## config.mk

```make
export PLATFORM = sky130hd
export DESIGN_NAME = id_ex_stage_flat
export DESIGN_NICKNAME = d
export VERILOG_FILES = /design/src/rtl/id_ex_stage_pkg.sv /design/src/rtl/id_ex_stage_if.sv /design/src/rtl/id_ex_stage_alu_ctl_decode.sv /design/src/rtl/id_ex_stage.sv /design/src/flat_wrapper.sv
export SDC_FILE = /design/constraint.sdc
export NUM_CORES = 1
export LEC_CHECK = 0
export CORE_MARGIN = 2
export CORE_UTILIZATION = 40
export DETAILED_ROUTE_END_ITERATION = 10
export PLACE_DENSITY = 0.77
export REMOVE_ABC_BUFFERS = 1
export SYNTH_ARGS = -nofsm -noshare
export SYNTH_HDL_FRONTEND = slang
export SYNTH_SLANG_ARGS = --single-unit
```

## constraint.sdc

```tcl
create_clock -name clk -period 3.05 [get_ports clk]
set_clock_uncertainty 0.2 [all_clocks]
set_input_delay 0.61 -clock clk [delete_from_list [all_inputs] [get_ports clk]]
set_output_delay 0.61 -clock clk [all_outputs]
set_load 0.01 [all_outputs]
```

## src/rtl/id_ex_stage_pkg.sv

```systemverilog
// Shared ALU encodings: control codes, ALU-op selectors and R-type funct values.
// Latency: n/a (constants only).
// Backpressure: n/a.
package id_ex_stage_pkg;

    // ALU control codes driven into the ALU
    localparam logic [3:0] CTL_AND = 4'b0000;
    localparam logic [3:0] CTL_OR  = 4'b0001;
    localparam logic [3:0] CTL_ADD = 4'b0010;
    localparam logic [3:0] CTL_SUB = 4'b0110;
    localparam logic [3:0] CTL_SLT = 4'b0111;
    localparam logic [3:0] CTL_NOR = 4'b1100;

    // ALU-op field from the main decoder
    localparam logic [1:0] ALUOP_ADD   = 2'b00;
    localparam logic [1:0] ALUOP_SUB   = 2'b01;
    localparam logic [1:0] ALUOP_RTYPE = 2'b10;
    localparam logic [1:0] ALUOP_OR    = 2'b11;

    // R-type funct field values
    localparam logic [5:0] FUNCT_ADD = 6'b100000;
    localparam logic [5:0] FUNCT_SUB = 6'b100010;
    localparam logic [5:0] FUNCT_AND = 6'b100100;
    localparam logic [5:0] FUNCT_OR  = 6'b100101;
    localparam logic [5:0] FUNCT_SLT = 6'b101010;
    localparam logic [5:0] FUNCT_NOR = 6'b100111;

    // One-entry buffer occupancy states
    localparam logic [0:0] ST_EMPTY = 1'b0;
    localparam logic [0:0] ST_FULL  = 1'b1;

endpackage

```

## src/rtl/id_ex_stage_if.sv

```systemverilog
// ID/EX bundle: upstream capture handshake, forwarding buses and ALU-side outputs.
// Latency: n/a (wiring only).
// Backpressure: in_ready/out_ready valid-ready pairs carried here.
interface id_ex_stage_if #(
    parameter int WIDTH = 32,
    parameter int RA_W  = 5
);
    logic              flush;
    logic              in_valid;
    logic              in_ready;
    logic [WIDTH-1:0]  in_rs_val;
    logic [WIDTH-1:0]  in_rt_val;
    logic [15:0]       in_imm;
    logic [RA_W-1:0]   in_rs;
    logic [RA_W-1:0]   in_rt;
    logic [RA_W-1:0]   in_rd;
    logic [1:0]        in_alu_op;
    logic [5:0]        in_funct;
    logic              in_alu_src;
    logic              in_reg_write;
    logic              exm_reg_write;
    logic [RA_W-1:0]   exm_rd;
    logic [WIDTH-1:0]  exm_value;
    logic              mwb_reg_write;
    logic [RA_W-1:0]   mwb_rd;
    logic [WIDTH-1:0]  mwb_value;
    logic              out_valid;
    logic              out_ready;
    logic [WIDTH-1:0]  left;
    logic [WIDTH-1:0]  right;
    logic [3:0]        control;
    logic [WIDTH-1:0]  store_data;
    logic [RA_W-1:0]   out_rd;
    logic              out_reg_write;
    logic              illegal;

    // Environment side: feeds instructions and forwarding, consumes ALU operands
    modport master (
        output flush, in_valid, in_rs_val, in_rt_val, in_imm, in_rs, in_rt, in_rd,
               in_alu_op, in_funct, in_alu_src, in_reg_write,
               exm_reg_write, exm_rd, exm_value, mwb_reg_write, mwb_rd, mwb_value,
               out_ready,
        input  in_ready, out_valid, left, right, control, store_data, out_rd,
               out_reg_write, illegal
    );

    // Stage side
    modport slave (
        input  flush, in_valid, in_rs_val, in_rt_val, in_imm, in_rs, in_rt, in_rd,
               in_alu_op, in_funct, in_alu_src, in_reg_write,
               exm_reg_write, exm_rd, exm_value, mwb_reg_write, mwb_rd, mwb_value,
               out_ready,
        output in_ready, out_valid, left, right, control, store_data, out_rd,
               out_reg_write, illegal
    );
endinterface

```

## src/rtl/id_ex_stage_alu_ctl_decode.sv

```systemverilog
// Maps ALU-op plus funct to a 4-bit ALU control code and an illegal-funct flag.
// Latency: combinational.
// Backpressure: none.
module alu_ctl_decode
    import id_ex_stage_pkg::*;
(
    input  logic [1:0] i_alu_op,
    input  logic [5:0] i_funct,
    output logic [3:0] o_control,
    output logic       o_illegal
);

    // Decode; unknown R-type funct falls back to ADD and raises illegal
    always_comb begin
        o_control = CTL_ADD;
        o_illegal = 1'b0;
        case (i_alu_op)
            ALUOP_ADD: o_control = CTL_ADD;
            ALUOP_SUB: o_control = CTL_SUB;
            ALUOP_OR:  o_control = CTL_OR;
            default: begin
                case (i_funct)
                    FUNCT_ADD: o_control = CTL_ADD;
                    FUNCT_SUB: o_control = CTL_SUB;
                    FUNCT_AND: o_control = CTL_AND;
                    FUNCT_OR:  o_control = CTL_OR;
                    FUNCT_SLT: o_control = CTL_SLT;
                    FUNCT_NOR: o_control = CTL_NOR;
                    default: begin
                        o_control = CTL_ADD;
                        o_illegal = 1'b1;
                    end
                endcase
            end
        endcase
    end

endmodule

```

## src/rtl/id_ex_stage.sv

```systemverilog
// ID/EX register: one-entry valid/ready buffer feeding the ALU, with operand forwarding.
// Latency: 1 cycle capture-to-output; full throughput when out_ready is held high.
// Backpressure: in_ready = !out_valid | out_ready, forced low during flush.
module id_ex_stage
    import id_ex_stage_pkg::*;
#(
    parameter int WIDTH  = 32,
    parameter int RA_W   = 5,
    parameter int FWD_EN = 1
) (
    input  logic         clk,
    input  logic         rst_n,
    id_ex_stage_if.slave bus
);

    localparam bit FWD_ON = (FWD_EN != 0);

    logic [0:0]       r_state;
    logic [WIDTH-1:0] r_rs_val;
    logic [WIDTH-1:0] r_rt_val;
    logic [WIDTH-1:0] r_imm_ext;
    logic [RA_W-1:0]  r_rs;
    logic [RA_W-1:0]  r_rt;
    logic [RA_W-1:0]  r_rd;
    logic [3:0]       r_control;
    logic             r_illegal;
    logic             r_alu_src;
    logic             r_reg_write;

    logic             w_full;
    logic             w_in_ready;
    logic             w_capture;
    logic             w_consume;
    logic             w_stall;
    logic [3:0]       w_dec_control;
    logic             w_dec_illegal;
    logic [WIDTH-1:0] w_imm_ext;
    logic             w_exm_rs_hit;
    logic             w_exm_rt_hit;
    logic             w_mwb_rs_hit;
    logic             w_mwb_rt_hit;
    logic [WIDTH-1:0] w_rs_fwd;
    logic [WIDTH-1:0] w_rt_fwd;

    assign w_full     = (r_state == ST_FULL);
    assign w_in_ready = (!w_full || bus.out_ready) && !bus.flush;
    assign w_capture  = bus.in_valid && w_in_ready;
    assign w_consume  = w_full && bus.out_ready;
    assign w_stall    = w_full && !bus.out_ready;
    assign w_imm_ext  = {{(WIDTH-16){bus.in_imm[15]}}, bus.in_imm};

    alu_ctl_decode u_alu_ctl_decode (
        .i_alu_op  (bus.in_alu_op),
        .i_funct   (bus.in_funct),
        .o_control (w_dec_control),
        .o_illegal (w_dec_illegal)
    );

    // Register 0 is hard-wired, so a write to it is never a forwarding source
    assign w_exm_rs_hit = bus.exm_reg_write && (bus.exm_rd != '0) && (bus.exm_rd == r_rs);
    assign w_exm_rt_hit = bus.exm_reg_write && (bus.exm_rd != '0) && (bus.exm_rd == r_rt);
    assign w_mwb_rs_hit = bus.mwb_reg_write && (bus.mwb_rd != '0) && (bus.mwb_rd == r_rs);
    assign w_mwb_rt_hit = bus.mwb_reg_write && (bus.mwb_rd != '0) && (bus.mwb_rd == r_rt);

    // Forward held operands; the younger EX/MEM result wins over MEM/WB
    always_comb begin
        w_rs_fwd = r_rs_val;
        w_rt_fwd = r_rt_val;
        if (FWD_ON) begin
            if (w_exm_rs_hit)      w_rs_fwd = bus.exm_value;
            else if (w_mwb_rs_hit) w_rs_fwd = bus.mwb_value;
            if (w_exm_rt_hit)      w_rt_fwd = bus.exm_value;
            else if (w_mwb_rt_hit) w_rt_fwd = bus.mwb_value;
        end
    end

    // Occupancy and entry capture; flush beats capture, and a stalled entry
    // absorbs MEM/WB writebacks so its operands stay current after the
    // writeback leaves the pipeline
    always_ff @(posedge clk) begin
        if (!rst_n) begin
            r_state     <= ST_EMPTY;
            r_rs_val    <= '0;
            r_rt_val    <= '0;
            r_imm_ext   <= '0;
            r_rs        <= '0;
            r_rt        <= '0;
            r_rd        <= '0;
            r_control   <= CTL_ADD;
            r_illegal   <= 1'b0;
            r_alu_src   <= 1'b0;
            r_reg_write <= 1'b0;
        end else if (bus.flush) begin
            r_state <= ST_EMPTY;
        end else if (w_capture) begin
            r_state     <= ST_FULL;
            r_rs_val    <= bus.in_rs_val;
            r_rt_val    <= bus.in_rt_val;
            r_imm_ext   <= w_imm_ext;
            r_rs        <= bus.in_rs;
            r_rt        <= bus.in_rt;
            r_rd        <= bus.in_rd;
            r_control   <= w_dec_control;
            r_illegal   <= w_dec_illegal;
            r_alu_src   <= bus.in_alu_src;
            r_reg_write <= bus.in_reg_write;
        end else if (w_consume) begin
            r_state <= ST_EMPTY;
        end else if (w_stall && FWD_ON) begin
            if (w_mwb_rs_hit) r_rs_val <= bus.mwb_value;
            if (w_mwb_rt_hit) r_rt_val <= bus.mwb_value;
        end
    end

    assign bus.in_ready      = w_in_ready;
    assign bus.out_valid     = w_full;
    assign bus.left          = w_rs_fwd;
    assign bus.right         = r_alu_src ? r_imm_ext : w_rt_fwd;
    assign bus.control       = r_control;
    assign bus.store_data    = w_rt_fwd;
    assign bus.out_rd        = r_rd;
    assign bus.out_reg_write = r_reg_write && w_full;
    assign bus.illegal       = r_illegal;

endmodule

```

## src/flat_wrapper.sv

```systemverilog
// flat-port wrapper written by rule: the top's interface ports become plain ports
module id_ex_stage_flat import id_ex_stage_pkg::*;
#(
    parameter int WIDTH  = 32,
    parameter int RA_W   = 5,
    parameter int FWD_EN = 1
)
  (clk, rst_n, bus_flush, bus_in_valid, bus_in_rs_val, bus_in_rt_val, bus_in_imm, bus_in_rs, bus_in_rt, bus_in_rd, bus_in_alu_op, bus_in_funct, bus_in_alu_src, bus_in_reg_write, bus_exm_reg_write, bus_exm_rd, bus_exm_value, bus_mwb_reg_write, bus_mwb_rd, bus_mwb_value, bus_out_ready, bus_in_ready, bus_out_valid, bus_left, bus_right, bus_control, bus_store_data, bus_out_rd, bus_out_reg_write, bus_illegal);
  id_ex_stage_if #(.WIDTH(WIDTH), .RA_W(RA_W)) bus_i ();
  input  logic clk;
  input  logic rst_n;
  input wire logic [$bits(bus_i.flush)-1:0] bus_flush;
  input wire logic [$bits(bus_i.in_valid)-1:0] bus_in_valid;
  input wire logic [$bits(bus_i.in_rs_val)-1:0] bus_in_rs_val;
  input wire logic [$bits(bus_i.in_rt_val)-1:0] bus_in_rt_val;
  input wire logic [$bits(bus_i.in_imm)-1:0] bus_in_imm;
  input wire logic [$bits(bus_i.in_rs)-1:0] bus_in_rs;
  input wire logic [$bits(bus_i.in_rt)-1:0] bus_in_rt;
  input wire logic [$bits(bus_i.in_rd)-1:0] bus_in_rd;
  input wire logic [$bits(bus_i.in_alu_op)-1:0] bus_in_alu_op;
  input wire logic [$bits(bus_i.in_funct)-1:0] bus_in_funct;
  input wire logic [$bits(bus_i.in_alu_src)-1:0] bus_in_alu_src;
  input wire logic [$bits(bus_i.in_reg_write)-1:0] bus_in_reg_write;
  input wire logic [$bits(bus_i.exm_reg_write)-1:0] bus_exm_reg_write;
  input wire logic [$bits(bus_i.exm_rd)-1:0] bus_exm_rd;
  input wire logic [$bits(bus_i.exm_value)-1:0] bus_exm_value;
  input wire logic [$bits(bus_i.mwb_reg_write)-1:0] bus_mwb_reg_write;
  input wire logic [$bits(bus_i.mwb_rd)-1:0] bus_mwb_rd;
  input wire logic [$bits(bus_i.mwb_value)-1:0] bus_mwb_value;
  input wire logic [$bits(bus_i.out_ready)-1:0] bus_out_ready;
  output wire logic [$bits(bus_i.in_ready)-1:0] bus_in_ready;
  output wire logic [$bits(bus_i.out_valid)-1:0] bus_out_valid;
  output wire logic [$bits(bus_i.left)-1:0] bus_left;
  output wire logic [$bits(bus_i.right)-1:0] bus_right;
  output wire logic [$bits(bus_i.control)-1:0] bus_control;
  output wire logic [$bits(bus_i.store_data)-1:0] bus_store_data;
  output wire logic [$bits(bus_i.out_rd)-1:0] bus_out_rd;
  output wire logic [$bits(bus_i.out_reg_write)-1:0] bus_out_reg_write;
  output wire logic [$bits(bus_i.illegal)-1:0] bus_illegal;
  assign bus_i.flush = bus_flush;
  assign bus_i.in_valid = bus_in_valid;
  assign bus_i.in_rs_val = bus_in_rs_val;
  assign bus_i.in_rt_val = bus_in_rt_val;
  assign bus_i.in_imm = bus_in_imm;
  assign bus_i.in_rs = bus_in_rs;
  assign bus_i.in_rt = bus_in_rt;
  assign bus_i.in_rd = bus_in_rd;
  assign bus_i.in_alu_op = bus_in_alu_op;
  assign bus_i.in_funct = bus_in_funct;
  assign bus_i.in_alu_src = bus_in_alu_src;
  assign bus_i.in_reg_write = bus_in_reg_write;
  assign bus_i.exm_reg_write = bus_exm_reg_write;
  assign bus_i.exm_rd = bus_exm_rd;
  assign bus_i.exm_value = bus_exm_value;
  assign bus_i.mwb_reg_write = bus_mwb_reg_write;
  assign bus_i.mwb_rd = bus_mwb_rd;
  assign bus_i.mwb_value = bus_mwb_value;
  assign bus_i.out_ready = bus_out_ready;
  assign bus_in_ready = bus_i.in_ready;
  assign bus_out_valid = bus_i.out_valid;
  assign bus_left = bus_i.left;
  assign bus_right = bus_i.right;
  assign bus_control = bus_i.control;
  assign bus_store_data = bus_i.store_data;
  assign bus_out_rd = bus_i.out_rd;
  assign bus_out_reg_write = bus_i.out_reg_write;
  assign bus_illegal = bus_i.illegal;
  id_ex_stage #(.WIDTH(WIDTH), .RA_W(RA_W), .FWD_EN(FWD_EN)) u_core (.clk(clk), .rst_n(rst_n), .bus(bus_i));
endmodule
```

# ---- After elaboration in Yosys (flattened, before gate mapping)
# Cells that the tools add are included.
# Widths: inputs -> output; s select.
dict set report totals {
  regBits 103
  output_inout_bits 109
  word_cells 68
}
dict set report classes {
  n_eq_ne 13
  mux 17
  bitwise 2
  n_reduce_logical 25
}
# cell count
set op_table {}
lappend op_table {{$mux 32} 11}
lappend op_table {{$eq 6x6->1 const B} 6}
lappend op_table {{$eq 5x5->1} 4}
lappend op_table {{$pmux 4 s5} 1}
lappend op_table {{$pmux 4 s3} 1}
lappend op_table {{$logic_and 1x1->1} 11}
lappend op_table {{$reduce_bool 5->1} 2}
lappend op_table {{$reduce_or 6->1} 1}
lappend op_table {{$mux 1} 4}
lappend op_table {{$reduce_bool 2->1} 2}
lappend op_table {{$logic_not 1->1} 3}
lappend op_table {{$reduce_and 3->1} 1}
lappend op_table {{$reduce_or 3->1} 1}
lappend op_table {{$eq 2x1->1 const B} 1}
lappend op_table {{$eq 2x2->1 const B} 1}
lappend op_table {{$logic_not 2->1} 1}
lappend op_table {{$ne 2x1->1 const B} 1}
lappend op_table {{$not 1->1} 2}
lappend op_table {{$reduce_and 2->1} 1}
lappend op_table {{$reduce_or 2->1} 1}
lappend op_table {{$logic_or 1x1->1} 1}

# ---- Depth between registers and ports, before layout
# Gate-level depths: netlist of the first run.
dict set report depth {
  depth_word 7
  depth_mapped 8
  mapped_depth_nobuf 5
}

# ---- By module
# Synthesis of the first run repeated with hierarchy kept, for this count alone.
dict set report unflattened {
  cells_unflattened 890
  area_unflattened_um2 6566.3
}
# module instances cells_per_inst area_per_inst_um2 seq_area_each_um2
set by_module_without_submodules {}
lappend by_module_without_submodules {id_ex_stage 1 872 6452.4 2062.0}
lappend by_module_without_submodules {alu_ctl_decode 1 18 113.9 0.0}

# ---- Least setup slack after synthesis of the first run
# No wires, ideal clock.
dict set report synth_path {
  path_type {in2out}
  from {input bus_exm_rd[0]}
  to {output bus_right[12]}
  arrival_ns 2.166
  setup_slack_ns 0.074
  stages 7
  path_buffers 2
  path_cell_list {or4_1 > o211ai_2 > or2_1 > buf_2 > buf_4 > a31oi_1 > mux2_2}
}
dict set report synth_via {
  elab_chain_cells 5
}
# element line_no
set synth_lines {}
lappend synth_lines {{start: declaration} flat_wrapper.sv:25} ;# input wire logic [$bits(bus_i.exm_rd)-1:0] bus_exm_rd;
lappend synth_lines {{$reduce_bool 5->1} id_ex_stage.sv:61} ;# assign w_exm_rt_hit = bus.exm_reg_write && (bus.exm_rd != '0) && (bus.exm_rd == r_rt);
lappend synth_lines {{$logic_and 1x1->1} id_ex_stage.sv:61}
lappend synth_lines {{$logic_and 1x1->1 *} id_ex_stage.sv:61}
lappend synth_lines {{$mux 32 *} id_ex_stage.sv:72} ;# if (w_exm_rt_hit) w_rt_fwd = bus.exm_value;
lappend synth_lines {{via bus_store_data[12]} flat_wrapper.sv:36} ;# output wire logic [$bits(bus_i.store_data)-1:0] bus_store_data;
lappend synth_lines {{$mux 32 *} id_ex_stage.sv:118} ;# assign bus.right = r_alu_src ? r_imm_ext : w_rt_fwd;
lappend synth_lines {{end: declaration} flat_wrapper.sv:34} ;# output wire logic [$bits(bus_i.right)-1:0] bus_right;
# Mark *: on every way through the listed nets, which the timed path passes. The rest lies on a longest branch.

# ---- Final worst setup path of the first run
dict set report layout_path {
  from {input bus_mwb_rd[2]}
  to {output bus_right[30]}
}
dict set report layout_via {
  elab_chain_cells 6
}
# element line_no
set layout_lines {}
lappend layout_lines {{start: declaration} flat_wrapper.sv:28} ;# input wire logic [$bits(bus_i.mwb_rd)-1:0] bus_mwb_rd;
lappend layout_lines {{$reduce_bool 5->1} id_ex_stage.sv:63} ;# assign w_mwb_rt_hit = bus.mwb_reg_write && (bus.mwb_rd != '0) && (bus.mwb_rd == r_rt);
lappend layout_lines {{$logic_and 1x1->1} id_ex_stage.sv:63}
lappend layout_lines {{$logic_and 1x1->1 *} id_ex_stage.sv:63}
lappend layout_lines {{$mux 32 *} --}
lappend layout_lines {{$mux 32 *} id_ex_stage.sv:72}
lappend layout_lines {{$mux 32 *} id_ex_stage.sv:118}
# Mark *: on every way between the ends. The rest lies on a longest branch, timed or not.

==> results of run 1 <==
==> worst paths after layout <==
| kind | from | to | slack (ns) |
|---|---|---|---|
| min reg2reg | u_core.r_imm_ext[7] | u_core.r_imm_ext[7] | 0.26 |
| max reg2reg | u_core.bus.out_valid | u_core.r_rs_val[12] | 0.66 |
| min | u_core.r_imm_ext[7] | u_core.r_imm_ext[7] | 0.26 |
| max | bus_mwb_rd[2] | bus_right[30] | -0.37 |
==> area by class of cell <==
type                            count  area (µm²)
Antenna cell                        1        2.50
Multi-Input combinational cell    683        4890
Inverter                           25        93.8
Timing Repair Buffer              476        4530
Sequential cell                   103        2070
Tap cell                          220         275
Clock inverter                      7        71.3
Clock buffer                        9         225
Fill cell                        1192        4250
==> registers in the layout, indices dropped and copies added (netlist names) <==
register	flops
u_core.r_rs	5
u_core.bus.out_rd	5
u_core.r_reg_write	1
u_core.r_rt_val	32
u_core.bus.out_valid	1
u_core.r_rs_val	32
u_core.r_imm_ext	16
u_core.bus.control	4
u_core.r_alu_src	1
u_core.r_rt	5
u_core.bus.illegal	1
==> worst max-delay path, delay by kind of cell <==
kind                   cells  cell delay [ns]
buffers and inverters      6             0.84
AND/OR/NAND/NOR            1             0.55
AO/OA/AOI/OAI              4             0.61
==> power breakdown <==
group | switching, W | internal [W] | total [W]
clock network | 0.000576 | 0.000638 | 0.00121
registers | 0.0000660 | 0.00144 | 0.00150
logic | 0.000708 | 0.000819 | 0.00153
==> per-layer routing <==
metal / vias to the layer above / wire length (µm) / part of all wire [%] / GRT usage [%]
met2: 493 / 15300 / 49 / 57.4
met5: - / 0 / 0 / 0
met4: 0 / 1360 / 4.4 / 15.8
met1: 4119 / 12000 / 38 / 40.2
met3: 105 / 2510 / 8.0 / 5.82
li1: 4047 / - / - / -
==> Yosys cell counts (3+ instances only) <==
library cell / number / share of area (%)
mux2_2: 10 / 1.7
nand2_1: 109 / 6.2
buf_1: 8 / 0.45
nand3_2: 8 / 1.2
nor2_1: 115 / 6.5
a31oi_1: 33 / 3.1
xor2_1: 4 / 0.53
o211a_1: 23 / 3.5
o31ai_1: 23 / 2.6
buf_6: 6 / 1.0
clkbuf_1: 49 / 2.8
nor3_1: 32 / 2.4
xnor2_1: 16 / 2.1
o221ai_1: 32 / 4.2
nand3_1: 3 / 0.23
o21ai_0: 67 / 5.1
a211oi_1: 10 / 1.1
inv_1: 25 / 1.4
mux2i_1: 32 / 4.8
a21boi_0: 31 / 3.5
a21oi_1: 71 / 5.4
nor2b_1: 4 / 0.38
and2_1: 3 / 0.28
dfxtp_1: 103 / 31
buf_2: 18 / 1.4
o21a_1: 31 / 3.5
==> cells by family (layout without fill, tap and decap cells) <==
| family | after synthesis | after routing | share of synthesized area, % |
|---|---|---|---|
| AO/OA/AOI/OAI | 329 | 329 | 33.1 |
| AND/OR/NAND/NOR | 292 | 292 | 19.5 |
| buffers and inverters | 107 | 517 | 7.14 |
| flip-flops | 103 | 103 | 31.1 |
| multiplexers | 42 | 42 | 6.53 |
| XOR/XNOR | 20 | 20 | 2.64 |
| other | 0 | 1 | 0 |
==> through the flow <==
step,instance area (µm²),setup slack [ns]
detailed placement,10500,-1.50
floorplan,6250,-2.84
global route,12200,-0.400
global placement,10500,-1.40
finish,12200,-0.373
CTS,11700,-0.352
==> what timing repair did <==
| action | in CTS | in global routing |
|---|---|---|
| setup endpoints to repair | 123 | 96 |
| hold buffers | 0 | 0 |
| resized for setup | 587 | 120 |
| pin swaps | 72 | 40 |
| cloned | 11 | 3 |
| setup buffers | 46 | 14 |
==> flow_summary_export.csv, run 1 <==
group,metric,value,unit
die,die_height,133,µm
global_routing,grt_use_total,33.3,%
routing,vias,8764,
global_routing,overflow,0,
clock_tree,tritoncts,"built",
clock_tree,cts_buffers,9,
setup_path,cp_slowest_cell,"or4_4",
logic_synthesis,synth_flop_cell,"dfxtp_1",
clock_tree,clkTransAtPathRegs,0.08,ns
place,gp_congestion,0.865,
final_layout,layout_common_cells,"185 x clkdlybuf4s50_1, 122 x buf_4, 109 x nand2_1",
global_routing,grt_first_pass_wirelength,46.8,mm
clock_tree,cts_root_buf,"clkbuf_16",
timing,hold_viol_final,0,
power_and_ir_drop,power_per_cell_area,349,nW/µm²
routing,wl,31.2,mm
timing,finalSetupViolCount,96,
die,fp-row-count,47,
setup_path,path_class,"in -> out",
logic_synthesis,yosys_warnings,0,
clock_tree,cts_buffer_depth,2,
global_routing,grt_pass1_vias,8794,
timing,fmax,292,MHz
setup_path,startpoint_type,"primary input",
setup_path,worst_ep_required_time,2.24,ns
routing,post_drt_wl_per_cell,20.4,µm
final_layout,area_growth,83.5,%
clock_tree,clk-insertion-delay-late,0.36,ns
routing,drtIter0Drc,643,
global_routing,grt_max_degree,59,
timing,setup_tns,-20.02,ns
final_layout,nNetsFinal,1484,
logic_synthesis,synth-seq-area-share,31.1,%
power_and_ir_drop,finalPower,0.00424,W
clock_tree,cts_sinks,103,
routing,drt_pass1_iterations,6,
setup_path,crit_path_cell_trace,"buf_6, or4_4, buf_6, o211ai_4, buf_12, buf_8, buf_8, o21ai_4, o211a_1, o31ai_1, buf_2",
min_path,whs_path_depth,2,
min_path,hp-class,"reg -> reg",
die,core,16400,µm²
timing,hold_ws,0.261,ns
timing,max_slew_margin,30.7,%
place,dp.cells,1441,
setup_path,worst_setup_path_end_kind,"output port",
place,io_buffers,294,
routing,viasPerCell,5.75,
timing,period_needed,3.42,ns
global_routing,antenna_found_initial,1,
outcome,status,"complete, but fails checks",
setup_path,cp_slowest_stage_delay,0.55,ns
power_and_ir_drop,ir_drop,0.281,mV
logic_synthesis,postSynth.asyncResetShare,0,%
setup_path,r2r_cells,4,
timing,rsz0062_at_grt,"true",
logic_synthesis,synth_cell_type_count,48,
die,die_w,133,µm
timing,maxSlewViolCount,0,
routing,route.detailed.drc,0,
power_and_ir_drop,leakage,4.87,nW
place,hpwl,18.8,mm
setup_path,crit_path_max_fanout,6,
clock_tree,htreeDepth,3,
routing,drt.antenna.violating_nets,0,
run,drv_cap,0,
outcome,violations,"negative setup slack",
timing,tightest_slew,1.04,ns
logic_synthesis,synth-seq-cells,103,
die,initial_core_util,40.4,%
timing,min_period_over_period,112,%
logic_synthesis,synthCells,893,
setup_path,crit_arrival,2.61,ns
logic_synthesis,synth-edff-count,0,
timing,setup_ws,-0.373,ns
final_layout,utilization,74.1,%
logic_synthesis,syn_avg_cell_area,7.42,µm²
final_layout,final_common_cell,"clkdlybuf4s50_1",
die,ioPinCount,295,
final_layout,layout-drive-gt1-share,35.0,%
logic_synthesis,syn_area,6630,µm²
final_layout,fin_cells,1524,
die,die_area,17600,µm²
Note: power is estimated with default switching activity, not from simulation.
==> run 2, diff against run 1 <==
CTS_CLUSTER_SIZE = 10   (was unset)
MAX_ROUTING_LAYER = met4   (was unset)
RECOVER_POWER = 50   (was unset)
==> flow_summary_export.csv, run 2 (synthesis gave the netlist of run 1 again) <==
group,metric,value,unit
routing,wl,31.2,mm
global_routing,grt_use_total,34.3,%
timing,maxSlewViolCount,0,
final_layout,layout_common_cells,"172 x clkdlybuf4s50_1, 119 x buf_4, 109 x nand2_1",
outcome,status,"complete, but fails checks",
timing,fmax,292,MHz
setup_path,crit_arrival,2.61,ns
clock_tree,htreeDepth,3,
final_layout,nNetsFinal,1484,
min_path,hp-class,"reg -> reg",
global_routing,antenna_found_initial,1,
clock_tree,clk-insertion-delay-late,0.36,ns
final_layout,fillers,1202,
die,die_w,133,µm
clock_tree,cts_root_buf,"clkbuf_16",
routing,drtIter0Drc,620,
setup_path,cp_slowest_stage_delay,0.55,ns
timing,hold_viol_final,0,
clock_tree,cts_buffer_depth,2,
clock_tree,clkTransAtPathRegs,0.08,ns
timing,min_period_over_period,112,%
power_and_ir_drop,power_per_cell_area,350,nW/µm²
routing,drt.antenna.violating_nets,0,
final_layout,seq_area,2070,µm²
setup_path,cp_num_buf_inv,6,
die,die_area,17600,µm²
power_and_ir_drop,leakage,4.89,nW
timing,finalSetupViolCount,97,
timing,setup_ws,-0.371,ns
routing,drt_pass1_iterations,5,
setup_path,path_class,"in -> out",
final_layout,layout-drive-gt1-share,34.8,%
timing,rsz0062_at_grt,"true",
place,placed_area,10500,µm²
setup_path,worst_setup_path_end_kind,"output port",
timing,hold_ws,0.261,ns
run,drv_cap,0,
final_layout,top_regs,"u_core.r_rs_val (32), u_core.r_rt_val (32), u_core.r_imm_ext (16)",
place,io_buffers,294,
final_layout,area_growth,83.0,%
die,core,16400,µm²
clock_tree,tritoncts,"built",
setup_path,cp_slowest_cell,"or4_4",
clock_tree,cts_sinks,103,
place,gp_congestion,0.879,
global_routing,grt_pass1_vias,8806,
place,hpwl,18.8,mm
setup_path,crit_path_cell_trace,"buf_6, or4_4, buf_6, o211ai_4, buf_12, buf_8, buf_8, o21ai_4, o211a_1, o31ai_1, buf_2",
die,ioPinCount,295,
routing,route.detailed.drc,0,
timing,tightest_slew,1.06,ns
final_layout,final_common_cell,"clkdlybuf4s50_1",
timing,max_slew_margin,28.9,%
setup_path,worst_ep_required_time,2.24,ns
routing,vias,8793,
place,pre_cts_slack,-1.50,ns
final_layout,final_area,12100,µm²
timing,period_needed,3.42,ns
setup_path,startpoint_type,"primary input",
clock_tree,cts_buffers,9,
die,die_height,133,µm
global_routing,overflow,0,
outcome,violations,"negative setup slack",
global_routing,grt_first_pass_wirelength,46.7,mm
routing,post_drt_wl_per_cell,20.5,µm
die,fp-row-count,47,
power_and_ir_drop,ir_drop,0.283,mV
setup_path,cp_top_family,"buffers and inverters",
global_routing,grt_max_degree,59,
routing,viasPerCell,5.77,
final_layout,multi_input_area,4880,µm²
setup_path,crit_path_max_fanout,6,
die,initial_core_util,40.4,%
## run 2: where the power goes
group / internal, W / leakage [nW] / switching (W)
Clock: 0.000638 / 0.138 / 0.000576
Combinational: 0.000812 / 3.90 / 0.000709
Sequential: 0.00144 / 0.845 / 0.0000653
## run 2: final cells by class
class | instances | area share (%)
Multi-Input combinational cell | 683 | 40.3
Timing Repair Buffer | 476 | 37.2
Sequential cell | 103 | 17.1
Tap cell | 220 | 2.27
Clock buffer | 9 | 1.86
Inverter | 25 | 0.774
Clock inverter | 7 | 0.588
Antenna cell | 1 | 0.0206
## run 2: per-layer routing
metal	track usage [%]	wire length, µm	up-vias
met5	-	0	-
met4	15.7	1490	0
met1	40.8	12300	4170
met2	57.5	15200	460
li1	-	-	4040
met3	4.90	2230	123
## run 2: repair_timing
item,in CTS,in global routing
gates resized for setup,587,120
gates cloned,11,3
setup buffers,46,14
endpoints found under the setup margin,123,96
hold buffers,0,0
pin swaps,72,41
## run 2: final timing paths
| path | to | cells past startpoint | slack (ns) | startpoint |
|---|---|---|---|---|
| max reg2reg | u_core.r_rs[1] | 6 | 0.43 | u_core.bus.out_valid |
| min | u_core.r_imm_ext[7] | 2 | 0.26 | u_core.r_imm_ext[7] |
| max | bus_right[30] | 11 | -0.37 | bus_mwb_rd[2] |
| min reg2reg | u_core.r_imm_ext[7] | 2 | 0.26 | u_core.r_imm_ext[7] |
## run 2: tightest hold or removal path, cell delays in order, from the launching register on
cell	delay [ns]
dfxtp_1	0.31
nand2_1	0.04
a21boi_0	0.06
## run 2: through the flow
step           TNS [ns]  std cells  total power (W)  utilization, %
2_1_floorplan   -247.31        811          0.00203               -
3_3_place_gp    -127.66       1441          0.00283            63.9
3_5_place_dp    -132.17       1441          0.00285            63.9
4_1_cts          -19.62       1512          0.00412            71.2
5_1_grt          -29.21       1524          0.00441            73.9
6_report         -19.78       1524          0.00424            73.9
==> run 3, diff against run 2 <==
ABC_AREA = 1   (was unset)
CORE_ASPECT_RATIO = 0.7   (was unset)
PLACE_DENSITY = 0.74   (was 0.77)
==> flow_summary_export.csv, run 3 <==
group,metric,value,unit
power_and_ir_drop,power_per_cell_area,338,nW/µm²
logic_synthesis,syn_avg_cell_area,5.73,µm²
clock_tree,cts_sinks,103,
global_routing,gr-usage-met3,7.89,%
routing,post_drt_wl_per_cell,17.2,µm
global_routing,use_met2,50.0,%
outcome,status,"finished, final reports clean",
setup_path,r2r_end,"u_core.bus.illegal",
global_routing,grt_use_total,31.6,%
timing,tightest_slew,1.34,ns
routing,drt_pass1_iterations,7,
routing,drtIter0Drc,861,
setup_path,cp_slowest_cell,"dlygate4sd2_1",
logic_synthesis,synth-seq-cells,103,
place,gp_congestion,0.862,
final_layout,final_area,12200,µm²
setup_path,worst_setup_path_end_kind,"output port",
run,drv_cap,0,
global_routing,overflow,0,
timing,hold_ws,0.266,ns
die,fp-row-count,42,
global_routing,grt_use_met1,40.6,%
die,core,18900,µm²
timing,min_period_over_period,98.4,%
die,die_area,20500,µm²
clock_tree,ctsHoldBuffers,0,
final_layout,area_growth,58.0,%
setup_path,r2r-start,"u_core.bus.out_valid",
timing,maxSlewViolCount,0,
timing,setup_tns,0,ns
setup_path,worst_path_most_repeated_cell,"buf_12",
setup_path,crit_path_end,"bus_store_data[5]",
timing,setup_ws,0.0481,ns
setup_path,startpoint,"bus_exm_rd[2]",
die,die_w,170,µm
routing,viasPerCell,5.30,
global_routing,grt_max_degree,109,
timing,finalSetupViolCount,0,
power_and_ir_drop,leakage,5.83,nW
setup_path,r2r_cells,8,
logic_synthesis,synth-seq-area-share,26.7,%
setup_path,worst_ep_required_time,2.24,ns
routing,vias,10100,
logic_synthesis,synth-edff-count,0,
place,pre_cts_slack,-0.646,ns
clock_tree,clk-insertion-delay-late,0.36,ns
logic_synthesis,yosysTopAreaCell,"dfxtp_1",
clock_tree,cts_root_buf,"clkbuf_16",
timing,period_needed,3.00,ns
logic_synthesis,postSynth.asyncResetShare,0,%
logic_synthesis,synthCells,1350,
timing,hold_viol_final,0,
timing,rsz0062_at_grt,"false",
routing,wl,32.7,mm
logic_synthesis,yosys_warnings,0,
setup_path,path_class,"in -> out",
clock_tree,tritoncts,"built",
global_routing,busiest_layer,"met2",
final_layout,final_common_cell,"nand2_1",
global_routing,grt_first_pass_wirelength,49.2,mm
logic_synthesis,ys_top_cells_by_count,"417 x nand2_1, 233 x nand3_1, 180 x inv_1",
clock_tree,cts_buffers,9,
timing,fmax,333,MHz
clock_tree,clkTransAtPathRegs,0.07,ns
setup_path,crit_path_cell_trace,"buf_2, xor2_1, buf_4, nor3_4, buf_12, buf_12, nand3b_1, and2_1, dlygate4sd2_1",
setup_path,crit_arrival,2.19,ns
place,io_buffers,294,
logic_synthesis,ys_top_cells_by_area,"dfxtp_1 27%, nand2_1 20%, nand3_1 15%",
final_layout,layout-drive-gt1-share,15.4,%
timing,max_slew_margin,10.8,%
die,initial_core_util,40.9,%
setup_path,cp_slowest_stage_delay,0.29,ns
logic_synthesis,yosysMostFrequentCell,"nand2_1",
setup_path,crit_path_max_fanout,15,
routing,drt.antenna.violating_nets,0,
setup_path,startpoint_type,"primary input",
routing,route.detailed.drc,0,
final_layout,nNetsFinal,1842,
global_routing,antenna_found_initial,2,
logic_synthesis,synthDominantCellAreaShare,26.7,%
clock_tree,cts_buffer_depth,2,
die,die_height,120,µm
final_layout,layout_common_cells,"410 x nand2_1, 220 x nand3_1, 179 x inv_1",
min_path,hp-start,"u_core.bus.control[0]",
logic_synthesis,syn_area,7730,µm²
global_routing,grt_pass1_vias,9087,
die,ioPinCount,295,
clock_tree,htreeDepth,3,
min_path,hp-class,"reg -> reg",
logic_synthesis,synth_cell_type_count,27,
logic_synthesis,synth_flop_cell,"dfxtp_1",
final_layout,utilization,64.6,%
place,hpwl,21.1,mm
final_layout,top_regs,"u_core.r_rs_val (32), u_core.r_rt_val (32), u_core.r_imm_ext (16)",
setup_path,worst-r2r-setup-slack,0.48,ns
place,placed_area,11300,µm²
power_and_ir_drop,ir_drop,0.233,mV
[run 3: changes by cell type in the layout (fill, tap and decap cells not counted), moves of 41 or more]
cell	delta
inv_1	+154
buf_4	-65
o21ai_0	+53
nor2_1	-70
clkdlybuf4s15_2	+50
nand2_1	+301
buf_2	-42
buf_6	-41
nand3_1	+219
[run 3: how the worst min path moves through the flow]
| stage | endpoint | slack [ns] | cells after the start |
|---|---|---|---|
| after floorplan | u_core.r_imm_ext[0] | 0.25 | 2 |
| after global placement | u_core.r_imm_ext[12] | 0.25 | 2 |
| after detailed placement | u_core.r_imm_ext[15] | 0.26 | 2 |
| after CTS | u_core.r_imm_ext[15] | 0.27 | 2 |
| after global routing | u_core.bus.out_rd[2] | 0.28 | 2 |
| final | u_core.bus.control[0] | 0.27 | 2 |
[run 3: layer usage]
metal | up-vias | wire length [µm]
li1 | 4916 | -
met1 | 4594 | 13900
met2 | 531 | 14600
met3 | 50 | 3510
met4 | 0 | 641
met5 | - | 0
[run 3: cells by family (layout without fill, tap and decap cells)]
kind of cell / count (synthesis) / after routing / synth area share (%)
xor+xnor: 16 / 16 / 1.81
buf+inv: 277 / 587 / 14.8
other cells: 0 / 2 / 0
compound gates: 205 / 205 / 13.4
flops: 103 / 103 / 26.7
simple gates: 749 / 749 / 43.4
[run 3: stage by stage]
stage	cells	power [W]
floorplan	1254	0.00209
global placement	1853	0.00287
detailed placement	1853	0.00288
CTS	1897	0.00412
global route	1904	0.00433
finish	1904	0.00413
[run 3: power breakdown]
group / internal [W] / switching, W
clock: 0.000658 / 0.000568
combinational: 0.000696 / 0.000725
sequential: 0.00143 / 0.0000578
total: 0.00278 / 0.00135
[run 3: worst max-delay path: cells and delay by family]
family / cells / cell delay, ns
and+or+nand+nor: 3 / 0.52
buffers and inverters: 5 / 0.88
xor gates and xnor gates: 1 / 0.16
[run 3: repair_timing]
item                       4_1_cts  5_1_grt
cloned                           9        2
setup buffers                   20        3
pin swaps                       26       11
setup endpoints to repair       96       89
resized for setup              362       31
[run 3: area by class of cell]
type | count | area (µm²)
Timing Repair Buffer | 391 | 4110
Multi-Input combinational cell | 970 | 4760
Antenna cell | 2 | 5.00
Clock buffer | 10 | 239
Fill cell | 1728 | 6690
Inverter | 181 | 681
Clock inverter | 5 | 57.6
Sequential cell | 103 | 2070
Tap cell | 242 | 303
